## config.mk

```make
export PLATFORM = sky130hd
export DESIGN_NAME = ysyx_24090003_lsu_flat
export DESIGN_NICKNAME = d
export VERILOG_FILES = /design/src/rtl/ysyx_24090003_lsu_pkg.sv /design/src/rtl/ysyx_24090003_lsu_if.sv /design/src/rtl/ysyx_24090003_lsu_align.sv /design/src/rtl/ysyx_24090003_lsu.sv /design/src/flat_wrapper.sv
export SDC_FILE = /design/constraint.sdc
export NUM_CORES = 1
export LEC_CHECK = 0
export BUFFER_PORTS_ARGS = -buffer_cell sky130_fd_sc_hd__buf_2
export CORE_MARGIN = 2
export CORE_UTILIZATION = 44
export CTS_BUF_LIST = sky130_fd_sc_hd__clkbuf_8 sky130_fd_sc_hd__clkbuf_16
export CTS_CLUSTER_DIAMETER = 40
export CTS_CLUSTER_SIZE = 24
export DETAILED_ROUTE_END_ITERATION = 6
export GPL_ROUTABILITY_DRIVEN = 1
export GPL_TIMING_DRIVEN = 0
export HOLD_SLACK_MARGIN = 0.06
export PLACE_DENSITY = 0.71
export SLEW_MARGIN = 20
export SYNTH_ARGS = -nofsm -noshare
export SYNTH_HDL_FRONTEND = slang
export SYNTH_HIERARCHICAL = 1
export SYNTH_SLANG_ARGS = --single-unit
export TNS_END_PERCENT = 50
```

## constraint.sdc

```tcl
create_clock -name i_clk -period 5.14 [get_ports i_clk]
set_input_delay 0.771 -clock i_clk [delete_from_list [all_inputs] [get_ports i_clk]]
set_output_delay 0.771 -clock i_clk [all_outputs]
set_load 0.02 [all_outputs]
```

## src/rtl/ysyx_24090003_lsu_pkg.sv

```systemverilog
// Shared encodings for the LSU: funct3 access sizes, FSM states, byte-strobe constants,
// and the alignment rule used to reject an access before it reaches the bus.
package ysyx_24090003_lsu_pkg;

    localparam logic [2:0] F3_B  = 3'b000;
    localparam logic [2:0] F3_H  = 3'b001;
    localparam logic [2:0] F3_W  = 3'b010;
    localparam logic [2:0] F3_BU = 3'b100;
    localparam logic [2:0] F3_HU = 3'b101;

    localparam logic [1:0] ST_IDLE_ENC = 2'd0;
    localparam logic [1:0] ST_REQ_ENC  = 2'd1;
    localparam logic [1:0] ST_WAIT_ENC = 2'd2;
    localparam logic [1:0] ST_DONE_ENC = 2'd3;

    typedef enum logic [1:0] {
        ST_IDLE     = ST_IDLE_ENC,
        ST_REQ      = ST_REQ_ENC,
        ST_WAIT_RSP = ST_WAIT_ENC,
        ST_DONE     = ST_DONE_ENC
    } state_e;

    localparam logic [3:0] STRB_NONE = 4'b0000;
    localparam logic [3:0] STRB_B    = 4'b0001;
    localparam logic [3:0] STRB_H    = 4'b0011;
    localparam logic [3:0] STRB_W    = 4'b1111;

    // Unknown funct3 codes fall into the word case, so they need full word alignment.
    function automatic logic is_misaligned(input logic [2:0] f3, input logic [1:0] lo);
        logic mis;
        case (f3)
            F3_B, F3_BU: mis = 1'b0;
            F3_H, F3_HU: mis = lo[0];
            default:     mis = (lo != 2'b00);
        endcase
        return mis;
    endfunction

endpackage

```

## src/rtl/ysyx_24090003_lsu_if.sv

```systemverilog
// Execute/write-back handshake plus the word bus of the LSU, bundled as one port.
// slave is the LSU side; master is the surrounding pipeline and memory.
interface ysyx_24090003_lsu_if #(
    parameter int ADDR_W = 32
);
    logic              i_valid;
    logic              o_ready;
    logic [ADDR_W-1:0] i_addr;
    logic [31:0]       i_wdata;
    logic              i_mem_ren;
    logic              i_mem_wen;
    logic [2:0]        i_funct3;
    logic              o_valid;
    logic              i_ready;
    logic [31:0]       o_mem_rdata;
    logic              o_fault;
    logic              o_misaligned;
    logic              o_req_valid;
    logic              i_req_ready;
    logic              o_req_we;
    logic [ADDR_W-1:0] o_req_addr;
    logic [31:0]       o_req_wdata;
    logic [3:0]        o_req_wstrb;
    logic              i_rsp_valid;
    logic              o_rsp_ready;
    logic [31:0]       i_rsp_rdata;
    logic              i_rsp_err;

    modport slave (
        input  i_valid, i_addr, i_wdata, i_mem_ren, i_mem_wen, i_funct3, i_ready,
        input  i_req_ready, i_rsp_valid, i_rsp_rdata, i_rsp_err,
        output o_ready, o_valid, o_mem_rdata, o_fault, o_misaligned,
        output o_req_valid, o_req_we, o_req_addr, o_req_wdata, o_req_wstrb, o_rsp_ready
    );

    modport master (
        output i_valid, i_addr, i_wdata, i_mem_ren, i_mem_wen, i_funct3, i_ready,
        output i_req_ready, i_rsp_valid, i_rsp_rdata, i_rsp_err,
        input  o_ready, o_valid, o_mem_rdata, o_fault, o_misaligned,
        input  o_req_valid, o_req_we, o_req_addr, o_req_wdata, o_req_wstrb, o_rsp_ready
    );
endinterface

```

## src/rtl/ysyx_24090003_lsu_align.sv

```systemverilog
// Byte-lane steering: store strobe/replication and load byte-select with sign/zero extension.
// Purely combinational, no backpressure.
module ysyx_24090003_lsu_align
    import ysyx_24090003_lsu_pkg::*;
(
    input  logic [2:0]  funct3_i,
    input  logic [1:0]  addr_lo_i,
    input  logic [31:0] wdata_i,
    input  logic [31:0] rdata_i,
    output logic [3:0]  wstrb_o,
    output logic [31:0] wdata_o,
    output logic [31:0] rdata_o
);

    logic [31:0] lane_sh;

    // Move the addressed lane down to bit 0; word accesses are aligned so this is a no-op for them.
    assign lane_sh = rdata_i >> {addr_lo_i, 3'b000};

    always_comb begin
        wstrb_o = STRB_W;
        wdata_o = wdata_i;
        rdata_o = lane_sh;
        case (funct3_i)
            F3_B, F3_BU: begin
                wstrb_o = STRB_B << addr_lo_i;
                wdata_o = {4{wdata_i[7:0]}};
                rdata_o = {{24{lane_sh[7] & ~funct3_i[2]}}, lane_sh[7:0]};
            end
            F3_H, F3_HU: begin
                wstrb_o = STRB_H << addr_lo_i;
                wdata_o = {2{wdata_i[15:0]}};
                rdata_o = {{16{lane_sh[15] & ~funct3_i[2]}}, lane_sh[15:0]};
            end
            default: ;
        endcase
    end

endmodule

```

## src/rtl/ysyx_24090003_lsu.sv

```systemverilog
// Load/store unit: one word-aligned bus transaction per memory op, extended load data to write-back.
// Latency 1 cycle for non-memory/misaligned ops, 3+ for bus ops; accepts only in IDLE, holds result until i_ready.
module ysyx_24090003_lsu
    import ysyx_24090003_lsu_pkg::*;
#(
    parameter int ADDR_W      = 32,
    parameter int DATA_W      = 32,
    parameter int RSP_TIMEOUT = 255
) (
    input logic                i_clk,
    input logic                i_rst_n,
    ysyx_24090003_lsu_if.slave bus
);

    localparam int CNT_W = $clog2(RSP_TIMEOUT + 2);
    localparam logic [CNT_W-1:0] TO_LAST = CNT_W'((RSP_TIMEOUT > 0) ? RSP_TIMEOUT - 1 : 0);

    state_e            state_q;
    logic [ADDR_W-1:0] addr_q;
    logic [DATA_W-1:0] wdata_q;
    logic [2:0]        funct3_q;
    logic              ren_q;
    logic              wen_q;
    logic [CNT_W-1:0]  cnt_q;
    logic [DATA_W-1:0] rdata_q;
    logic              fault_q;
    logic              mis_q;
    logic              ready_q;
    logic              valid_q;
    logic              req_valid_q;
    logic              rsp_ready_q;

    logic [3:0]        wstrb;
    logic [31:0]       wdata_rep;
    logic [DATA_W-1:0] rdata_d;

    ysyx_24090003_lsu_align u_align (
        .funct3_i  (funct3_q),
        .addr_lo_i (addr_q[1:0]),
        .wdata_i   (wdata_q),
        .rdata_i   (bus.i_rsp_rdata),
        .wstrb_o   (wstrb),
        .wdata_o   (wdata_rep),
        .rdata_o   (rdata_d)
    );

    always_ff @(posedge i_clk or negedge i_rst_n) begin
        if (!i_rst_n) begin
            state_q     <= ST_IDLE;
            addr_q      <= '0;
            wdata_q     <= '0;
            funct3_q    <= '0;
            ren_q       <= 1'b0;
            wen_q       <= 1'b0;
            cnt_q       <= '0;
            rdata_q     <= '0;
            fault_q     <= 1'b0;
            mis_q       <= 1'b0;
            ready_q     <= 1'b1;
            valid_q     <= 1'b0;
            req_valid_q <= 1'b0;
            rsp_ready_q <= 1'b0;
        end else begin
            case (state_q)
                ST_IDLE: begin
                    if (bus.i_valid) begin
                        addr_q   <= bus.i_addr;
                        wdata_q  <= bus.i_wdata;
                        funct3_q <= bus.i_funct3;
                        ren_q    <= bus.i_mem_ren;
                        wen_q    <= bus.i_mem_wen;
                        rdata_q  <= '0;
                        ready_q  <= 1'b0;
                        if (!(bus.i_mem_ren || bus.i_mem_wen)) begin
                            valid_q <= 1'b1;
                            state_q <= ST_DONE;
                        end else if (is_misaligned(bus.i_funct3, bus.i_addr[1:0])) begin
                            mis_q   <= 1'b1;
                            valid_q <= 1'b1;
                            state_q <= ST_DONE;
                        end else begin
                            req_valid_q <= 1'b1;
                            state_q     <= ST_REQ;
                        end
                    end
                end
                ST_REQ: begin
                    if (bus.i_req_ready) begin
                        req_valid_q <= 1'b0;
                        rsp_ready_q <= 1'b1;
                        cnt_q       <= '0;
                        state_q     <= ST_WAIT_RSP;
                    end
                end
                ST_WAIT_RSP: begin
                    // A response in the final timeout cycle wins over the timeout.
                    if (bus.i_rsp_valid) begin
                        if (ren_q) rdata_q <= rdata_d;
                        fault_q     <= bus.i_rsp_err;
                        rsp_ready_q <= 1'b0;
                        valid_q     <= 1'b1;
                        state_q     <= ST_DONE;
                    end else if (RSP_TIMEOUT != 0 && cnt_q == TO_LAST) begin
                        fault_q     <= 1'b1;
                        rsp_ready_q <= 1'b0;
                        valid_q     <= 1'b1;
                        state_q     <= ST_DONE;
                    end else begin
                        cnt_q <= cnt_q + 1'b1;
                    end
                end
                ST_DONE: begin
                    if (bus.i_ready) begin
                        valid_q <= 1'b0;
                        fault_q <= 1'b0;
                        mis_q   <= 1'b0;
                        ready_q <= 1'b1;
                        state_q <= ST_IDLE;
                    end
                end
                default: state_q <= ST_IDLE;
            endcase
        end
    end

    assign bus.o_ready      = ready_q;
    assign bus.o_valid      = valid_q;
    assign bus.o_mem_rdata  = rdata_q;
    assign bus.o_fault      = fault_q;
    assign bus.o_misaligned = mis_q;
    assign bus.o_req_valid  = req_valid_q;
    assign bus.o_req_we     = wen_q;
    assign bus.o_req_addr   = {addr_q[ADDR_W-1:2], 2'b00};
    assign bus.o_req_wdata  = wdata_rep;
    assign bus.o_req_wstrb  = wen_q ? wstrb : STRB_NONE;
    assign bus.o_rsp_ready  = rsp_ready_q;

endmodule

```

## src/flat_wrapper.sv

```systemverilog
// flat-port wrapper written by rule: the top's interface ports become plain ports
module ysyx_24090003_lsu_flat import ysyx_24090003_lsu_pkg::*;
#(
    parameter int ADDR_W      = 32,
    parameter int DATA_W      = 32,
    parameter int RSP_TIMEOUT = 255
)
  (i_clk, i_rst_n, bus_i_valid, bus_i_addr, bus_i_wdata, bus_i_mem_ren, bus_i_mem_wen, bus_i_funct3, bus_i_ready, bus_i_req_ready, bus_i_rsp_valid, bus_i_rsp_rdata, bus_i_rsp_err, bus_o_ready, bus_o_valid, bus_o_mem_rdata, bus_o_fault, bus_o_misaligned, bus_o_req_valid, bus_o_req_we, bus_o_req_addr, bus_o_req_wdata, bus_o_req_wstrb, bus_o_rsp_ready);
  ysyx_24090003_lsu_if #(.ADDR_W(ADDR_W)) bus_i ();
  input logic i_clk;
  input logic i_rst_n;
  input wire logic [$bits(bus_i.i_valid)-1:0] bus_i_valid;
  input wire logic [$bits(bus_i.i_addr)-1:0] bus_i_addr;
  input wire logic [$bits(bus_i.i_wdata)-1:0] bus_i_wdata;
  input wire logic [$bits(bus_i.i_mem_ren)-1:0] bus_i_mem_ren;
  input wire logic [$bits(bus_i.i_mem_wen)-1:0] bus_i_mem_wen;
  input wire logic [$bits(bus_i.i_funct3)-1:0] bus_i_funct3;
  input wire logic [$bits(bus_i.i_ready)-1:0] bus_i_ready;
  input wire logic [$bits(bus_i.i_req_ready)-1:0] bus_i_req_ready;
  input wire logic [$bits(bus_i.i_rsp_valid)-1:0] bus_i_rsp_valid;
  input wire logic [$bits(bus_i.i_rsp_rdata)-1:0] bus_i_rsp_rdata;
  input wire logic [$bits(bus_i.i_rsp_err)-1:0] bus_i_rsp_err;
  output wire logic [$bits(bus_i.o_ready)-1:0] bus_o_ready;
  output wire logic [$bits(bus_i.o_valid)-1:0] bus_o_valid;
  output wire logic [$bits(bus_i.o_mem_rdata)-1:0] bus_o_mem_rdata;
  output wire logic [$bits(bus_i.o_fault)-1:0] bus_o_fault;
  output wire logic [$bits(bus_i.o_misaligned)-1:0] bus_o_misaligned;
  output wire logic [$bits(bus_i.o_req_valid)-1:0] bus_o_req_valid;
  output wire logic [$bits(bus_i.o_req_we)-1:0] bus_o_req_we;
  output wire logic [$bits(bus_i.o_req_addr)-1:0] bus_o_req_addr;
  output wire logic [$bits(bus_i.o_req_wdata)-1:0] bus_o_req_wdata;
  output wire logic [$bits(bus_i.o_req_wstrb)-1:0] bus_o_req_wstrb;
  output wire logic [$bits(bus_i.o_rsp_ready)-1:0] bus_o_rsp_ready;
  assign bus_i.i_valid = bus_i_valid;
  assign bus_i.i_addr = bus_i_addr;
  assign bus_i.i_wdata = bus_i_wdata;
  assign bus_i.i_mem_ren = bus_i_mem_ren;
  assign bus_i.i_mem_wen = bus_i_mem_wen;
  assign bus_i.i_funct3 = bus_i_funct3;
  assign bus_i.i_ready = bus_i_ready;
  assign bus_i.i_req_ready = bus_i_req_ready;
  assign bus_i.i_rsp_valid = bus_i_rsp_valid;
  assign bus_i.i_rsp_rdata = bus_i_rsp_rdata;
  assign bus_i.i_rsp_err = bus_i_rsp_err;
  assign bus_o_ready = bus_i.o_ready;
  assign bus_o_valid = bus_i.o_valid;
  assign bus_o_mem_rdata = bus_i.o_mem_rdata;
  assign bus_o_fault = bus_i.o_fault;
  assign bus_o_misaligned = bus_i.o_misaligned;
  assign bus_o_req_valid = bus_i.o_req_valid;
  assign bus_o_req_we = bus_i.o_req_we;
  assign bus_o_req_addr = bus_i.o_req_addr;
  assign bus_o_req_wdata = bus_i.o_req_wdata;
  assign bus_o_req_wstrb = bus_i.o_req_wstrb;
  assign bus_o_rsp_ready = bus_i.o_rsp_ready;
  ysyx_24090003_lsu #(.ADDR_W(ADDR_W), .DATA_W(DATA_W), .RSP_TIMEOUT(RSP_TIMEOUT)) u_core (.i_clk(i_clk), .i_rst_n(i_rst_n), .bus(bus_i));
endmodule
```

# Word level (Yosys, flattened, before mapping)
# Index checks and enable logic that the tools add are counted.
dict set report classes {
  n_addsub 1
  shift 3
  n_eq_ne 22
  muxes 48
  n_reduce_logical 25
  bitwise_logic 3
}
# cell n
set ops {}
lappend ops {{$pmux 32 s2} 3}
lappend ops {{$mux 32} 3}
lappend ops {{$shr 32x5->32} 1}
lappend ops {{$mux 9} 3}
lappend ops {{$mux 1} 21}
lappend ops {{$pmux 9 s2} 1}
lappend ops {{$reduce_and 5->1} 3}
lappend ops {{$mux 2} 7}
lappend ops {{$ne 2x2->1 const B} 7}
lappend ops {{$eq 3x3->1 const B} 4}
lappend ops {{$pmux 1 s2} 6}
lappend ops {{$reduce_and 4->1} 3}
lappend ops {{$reduce_bool 2->1} 6}
lappend ops {{$add 9x1->9 const B} 1}
lappend ops {{$eq 9x8->1 const B} 1}
lappend ops {{$reduce_and 3->1} 3}
lappend ops {{$pmux 2 s4} 1}
lappend ops {{$pmux 4 s2} 1}
lappend ops {{$reduce_or 2->1} 4}
lappend ops {{$eq 3x1->1 const B} 2}
lappend ops {{$logic_not 3->1} 2}
lappend ops {{$ne 2x1->1 const B} 3}
lappend ops {{$eq 2x2->1 const B} 2}
lappend ops {{$mux 4} 1}
lappend ops {{other kinds (12)} 13}
dict set report totals {
  word_cells 116
  in_bits 108
  reg_bits 118
}

# Longest topological paths before layout
dict set report depth {
  word_depth 10
  ltp_mapped 7
  ltp_nobuf 6
}

# By module
# The synthesis kept the hierarchy.
# mod instances area_per_inst_um2 seq_area_each_um2 cells_per_inst
set modules_own_cells {}
lappend modules_own_cells {ysyx_24090003_lsu 1 5203.7 2954.1 447}
lappend modules_own_cells {ysyx_24090003_lsu_align 1 1268.7 0.0 192}

# Worst setup path after synthesis
# Ideal clock, no wire load.
dict set report synth_path {
  kind {register to output}
  from {register u_core.addr_q[0]}
  to {output port bus_o_req_wstrb[2]}
  n_path_buf 2
  path_stages_with_launch 7
  setup_slack_ps 2965
  t_arrival_ps 1404
  cell_sequence {dfrtp_1 -> buf_4 -> buf_2 -> a21oi_1 -> a21oi_1 -> or2_2 -> and2_1}
}
dict set report synth_between {
  elab_chain_cells 3
}
# element line_no
set synth_lines {}
lappend synth_lines {{start, declared} ysyx_24090003_lsu.sv:19} ;# logic [ADDR_W-1:0] addr_q;
lappend synth_lines {{start signal, assigned} ysyx_24090003_lsu.sv:67} ;# addr_q <= bus.i_addr;
lappend synth_lines {{$shl 2x2->4 / $shl 1x2->4 (equally long branches)} {ysyx_24090003_lsu_align.sv:31, ysyx_24090003_lsu_align.sv:26}}
lappend synth_lines {{$pmux 4 s2 (*)} ysyx_24090003_lsu_align.sv:24} ;# case (funct3_i)
lappend synth_lines {{net u_core.wstrb[2]} ysyx_24090003_lsu.sv:33} ;# logic [3:0] wstrb;
lappend synth_lines {{$mux 4 (*)} ysyx_24090003_lsu.sv:135} ;# assign bus.o_req_wstrb = wen_q ? wstrb : STRB_NONE;
lappend synth_lines {{end, declared} flat_wrapper.sv:32} ;# output wire logic [$bits(bus_i.o_req_wstrb)-1:0] bus_o_req_wstrb;
# The timed path passes the listed nets; every way through them passes the cells marked *.

# Worst setup path in the final report
dict set report layout_path {
  from {register u_core.funct3_q[1]}
  to {output port bus_o_req_wstrb[0]}
}
dict set report layout_between {
  elab_chain_cells 4
}
# element line_no
set layout_lines {}
lappend layout_lines {{start, declared} ysyx_24090003_lsu.sv:21} ;# logic [2:0] funct3_q;
lappend layout_lines {{start signal, assigned} ysyx_24090003_lsu.sv:69} ;# funct3_q <= bus.i_funct3;
lappend layout_lines {{$eq 3x1->1, or another cell as far along} ysyx_24090003_lsu_align.sv:24}
lappend layout_lines {{$reduce_or 2->1} ysyx_24090003_lsu_align.sv:24}
lappend layout_lines {{$pmux 4 s2 (*)} ysyx_24090003_lsu_align.sv:24}
lappend layout_lines {{net u_core.wstrb[0]} ysyx_24090003_lsu.sv:33}
lappend layout_lines {{$mux 4 (*)} ysyx_24090003_lsu.sv:135}
# Marked as above.

==> impl_metrics.csv <==
group,metric,value,unit
cells_and_area,final_area,8390,um2
drt,drt-total-wl,17300,um
logic_synthesis,ys_ff_latch,118,
power_and_ir_drop,power.total,5950,uW
flow_run,drv_cap,0,
worst_setup_path,setup.worst_path.class,"reg -> out",
placed_design,place.gp.congestion,0.889,
floorplan,start_util,0.447,
grt,grt_start_max_net_pins,74,
worst_setup_path,cp-start-kind,"flop",
worst_setup_path,crit_top_cell,"buf_2",
logic_synthesis,ys.flop_type,"dfrtp_1",
sta,worst_slew_pin_slew,0.822,ns
sta,slew_viol_final,0,
logic_synthesis,syn_area,6470,um2
clock_tree,cts_resized,0,
floorplan,io_pins,215,
cells_and_area,final_core_util,0.579,
worst_setup_path,worstPathRequired,4.37,ns
logic_synthesis,synth.distinct_cells,59,
cells_and_area,multi_input_area,3010,um2
drt,drc_errors,0,
floorplan,rows,44,
worst_setup_path,max_stage_delay,0.40,ns
sta,rsz0062_at_grt,"false",
clock_tree,cts_setup_buffers,0,
run_status,status,"finished, final reports clean",
logic_synthesis,async_flop_share,1.00,
power_and_ir_drop,power_density,709,nW/um2
placed_design,place_area,7800,um2
clock_tree,cts_tree,"yes",
worst_setup_path,critPathMaxFanout,10,
logic_synthesis,synth-seq-area-share,0.456,
sta,fin_crit,2.89,ns
sta,setup_tns,0,ns
drt,route.antenna.remaining_nets,0,
drt,vias,5573,
placed_design,portBuffers,212,
worst_setup_path,critPathCaptureType,"output port",
logic_synthesis,syn_avg_cell_area,10.1,um2
grt,track_usage,0.221,
worst_setup_path,slowest_stage,"clkbuf_1",
cells_and_area,drive_above_1_share,0.449,
grt,grt_pass1_wl,27600,um
clock_tree,numCtsBuffers,17,
drt,wl_per_cell,16.2,um
cells_and_area,areaGrowthSynthToFinish,29.6,%
floorplan,core_area,14500,um2
clock_tree,clockBufferDepth,2,
clock_tree,cts_sinks,118,
cells_and_area,nNetsFinal,987,
floorplan,fp.dieW,125,um
drt,first_pass_iters,5,
floorplan,die-area,15700,um2
power_and_ir_drop,total_leakage_power,0.00417,uW
grt,grt-busiest-layer,"met2",
clock_tree,hold_buffers,0,
grt,grtUsageMet2,0.354,
worst_setup_path,arrival,2.12,ns
grt,grtUsageMet1,0.286,
sta,clock.fmax,0.346,GHz
sta,fin_crit_sh,0.562,
power_and_ir_drop,worst_ir_drop_vdd,0.372,mV
clock_tree,clock_latency,0.41,ns
clock_tree,htreeDepth,4,
grt,grtUsageMet3,0.0702,
grt,grt_pass1_vias,5411,
min_path,min_path_type,"in -> async",
cells_and_area,fillers,1287,
grt,grt.overflow.total,0,
drt,drtIter0Drc,321,
worst_setup_path,crit_chain,"buf_2 > buf_2 > clkbuf_1 > o21bai_1 > and2_1 > buf_2",
placed_design,dp_hpwl,12900,um
sta,setup_viol,0,
sta,max_slew_margin,0.448,
sta,finalHoldViolations,0,
cells_and_area,fin_cells,1070,
grt,antenna_found_initial,3,
placed_design,dp_cells,1037,
clock_tree,clk_pin_slew,0.05,ns
sta,skew,0.0109,ns
logic_synthesis,synthCells,639,
clock_tree,cts_root_buf,"clkbuf_16",
floorplan,die_h,125,um
cells_and_area,seqCellArea,2950,um2
logic_synthesis,synth-edff-count,0,
drt,via_per_inst,5.21,
logic_synthesis,yosysWarnings,6,
==> report_power, final <==
group / total [uW] / internal, uW / switching (uW)
logic: 3160 / 1330 / 1820
clock network: 1180 / 762 / 414
registers: 1610 / 1340 / 270
==> layout make-up <==
cell class / count / share of cell area
Multi-Input combinational cell: 435 / 0.359
Sequential cell: 118 / 0.352
Timing Repair Buffer: 213 / 0.131
Buffer: 79 / 0.0576
Clock buffer: 18 / 0.0524
Tap cell: 184 / 0.0274
Clock inverter: 14 / 0.0173
Inverter: 8 / 0.00358
Antenna cell: 1 / 0.000298
==> through the flow <==
stage          setup WS [ns]  hold WS [ns]
5_1_grt                 2.05         0.305
6_report                2.25         0.286
4_1_cts                 2.23         0.299
2_1_floorplan           2.97         0.472
3_5_place_dp            2.66         0.466
3_3_place_gp            1.74         0.461
==> cell usage after synthesis, types with 3 or more instances <==
library cell	instances	share of area
nand2_1	125	0.072
dfrtp_1	117	0.45
mux2_2	88	0.15
o21ai_0	52	0.040
buf_4	42	0.049
a21oi_1	25	0.019
nand3_1	25	0.019
mux2i_1	21	0.032
clkbuf_1	16	0.0093
nor2b_1	15	0.014
buf_2	11	0.0085
a2bb2oi_1	8	0.011
buf_1	8	0.0046
inv_1	8	0.0046
a211oi_1	7	0.0081
ha_1	7	0.014
nor2_1	6	0.0035
and2_1	5	0.0048
o211ai_1	4	0.0046
nand2b_1	3	0.0029
==> cell usage in the layout, fill, tap and decap left out, types with 6 or more instances in the layout <==
master and count:
a2bb2oi_1 8, a211oi_1 7, ha_1 7, nor2b_1 15, buf_2 222, dfrtp_1 117, inv_1 13, buf_1 8
buf_4 42, a21oi_1 25, clkbuf_1 16, nand3_1 25, clkbuf_16 17, o21ai_0 52, nor2_1 6, mux2_2 88
nand2_1 125, mux2i_1 21
==> layer usage <==
layer,share of wire,up-vias
met5,0.0012,-
met3,0.083,23
met4,0.012,4
li1,-,2661
met1,0.43,2651
met2,0.48,234
==> registers in the layout (all words and copies together), names as in the netlist <==
signal                   cells
u_core/bus.o_mem_rdata      32
u_core/bus.o_req_we          1
u_core/funct3_q              3
u_core/wdata_q              32
u_core/state_q               2
u_core/bus.o_valid           1
u_core/cnt_q                 9
u_core/bus.o_ready           1
u_core/bus.o_req_valid       1
u_core/ren_q                 1
u_core/addr_q               32
u_core/bus.o_misaligned      1
u_core/bus.o_rsp_ready       1
u_core/bus.o_fault           1
==> cells by family after synthesis <==
kind of cell             share of synthesized area
AO/OA/AOI/OAI                                0.114
other                                     0.000579
multiplexers                                 0.188
adder cells (fa/ha/maj)                     0.0135
flip-flops                                   0.456
buffers and inverters                       0.0793
AND/OR/NAND/NOR                              0.148
==> critical path: cells and delay by family (launching register included) <==
family	cells	cell delay (ns)
buf+inv	4	1.05
compound gates	1	0.18
simple gates	1	0.15
flops	1	0.33
==> final timing paths <==
path	start	endpoint	slack, ns	cells past startpoint
max reg2reg	u_core/state_q[0]$_DFFE_PN0P_	u_core/bus.o_mem_rdata[31]$_DFFE_PN0P_	2.83	7
min in group i_clk	u_core/bus.o_mem_rdata[20]$_DFFE_PN0P_	u_core/bus.o_mem_rdata[20]$_DFFE_PN0P_	0.47	2
min reg2reg	u_core/bus.o_mem_rdata[20]$_DFFE_PN0P_	u_core/bus.o_mem_rdata[20]$_DFFE_PN0P_	0.47	2
max	u_core/funct3_q[1]$_DFFE_PN0P_	bus_o_req_wstrb[0]	2.25	6
min	i_rst_n	u_core/bus.o_mem_rdata[26]$_DFFE_PN0P_	0.29	1
max in group asynchronous	i_rst_n	u_core/bus.o_ready$_DFFE_PN1P_	4.12	2
Note: power is estimated with default switching activity, not from simulation.
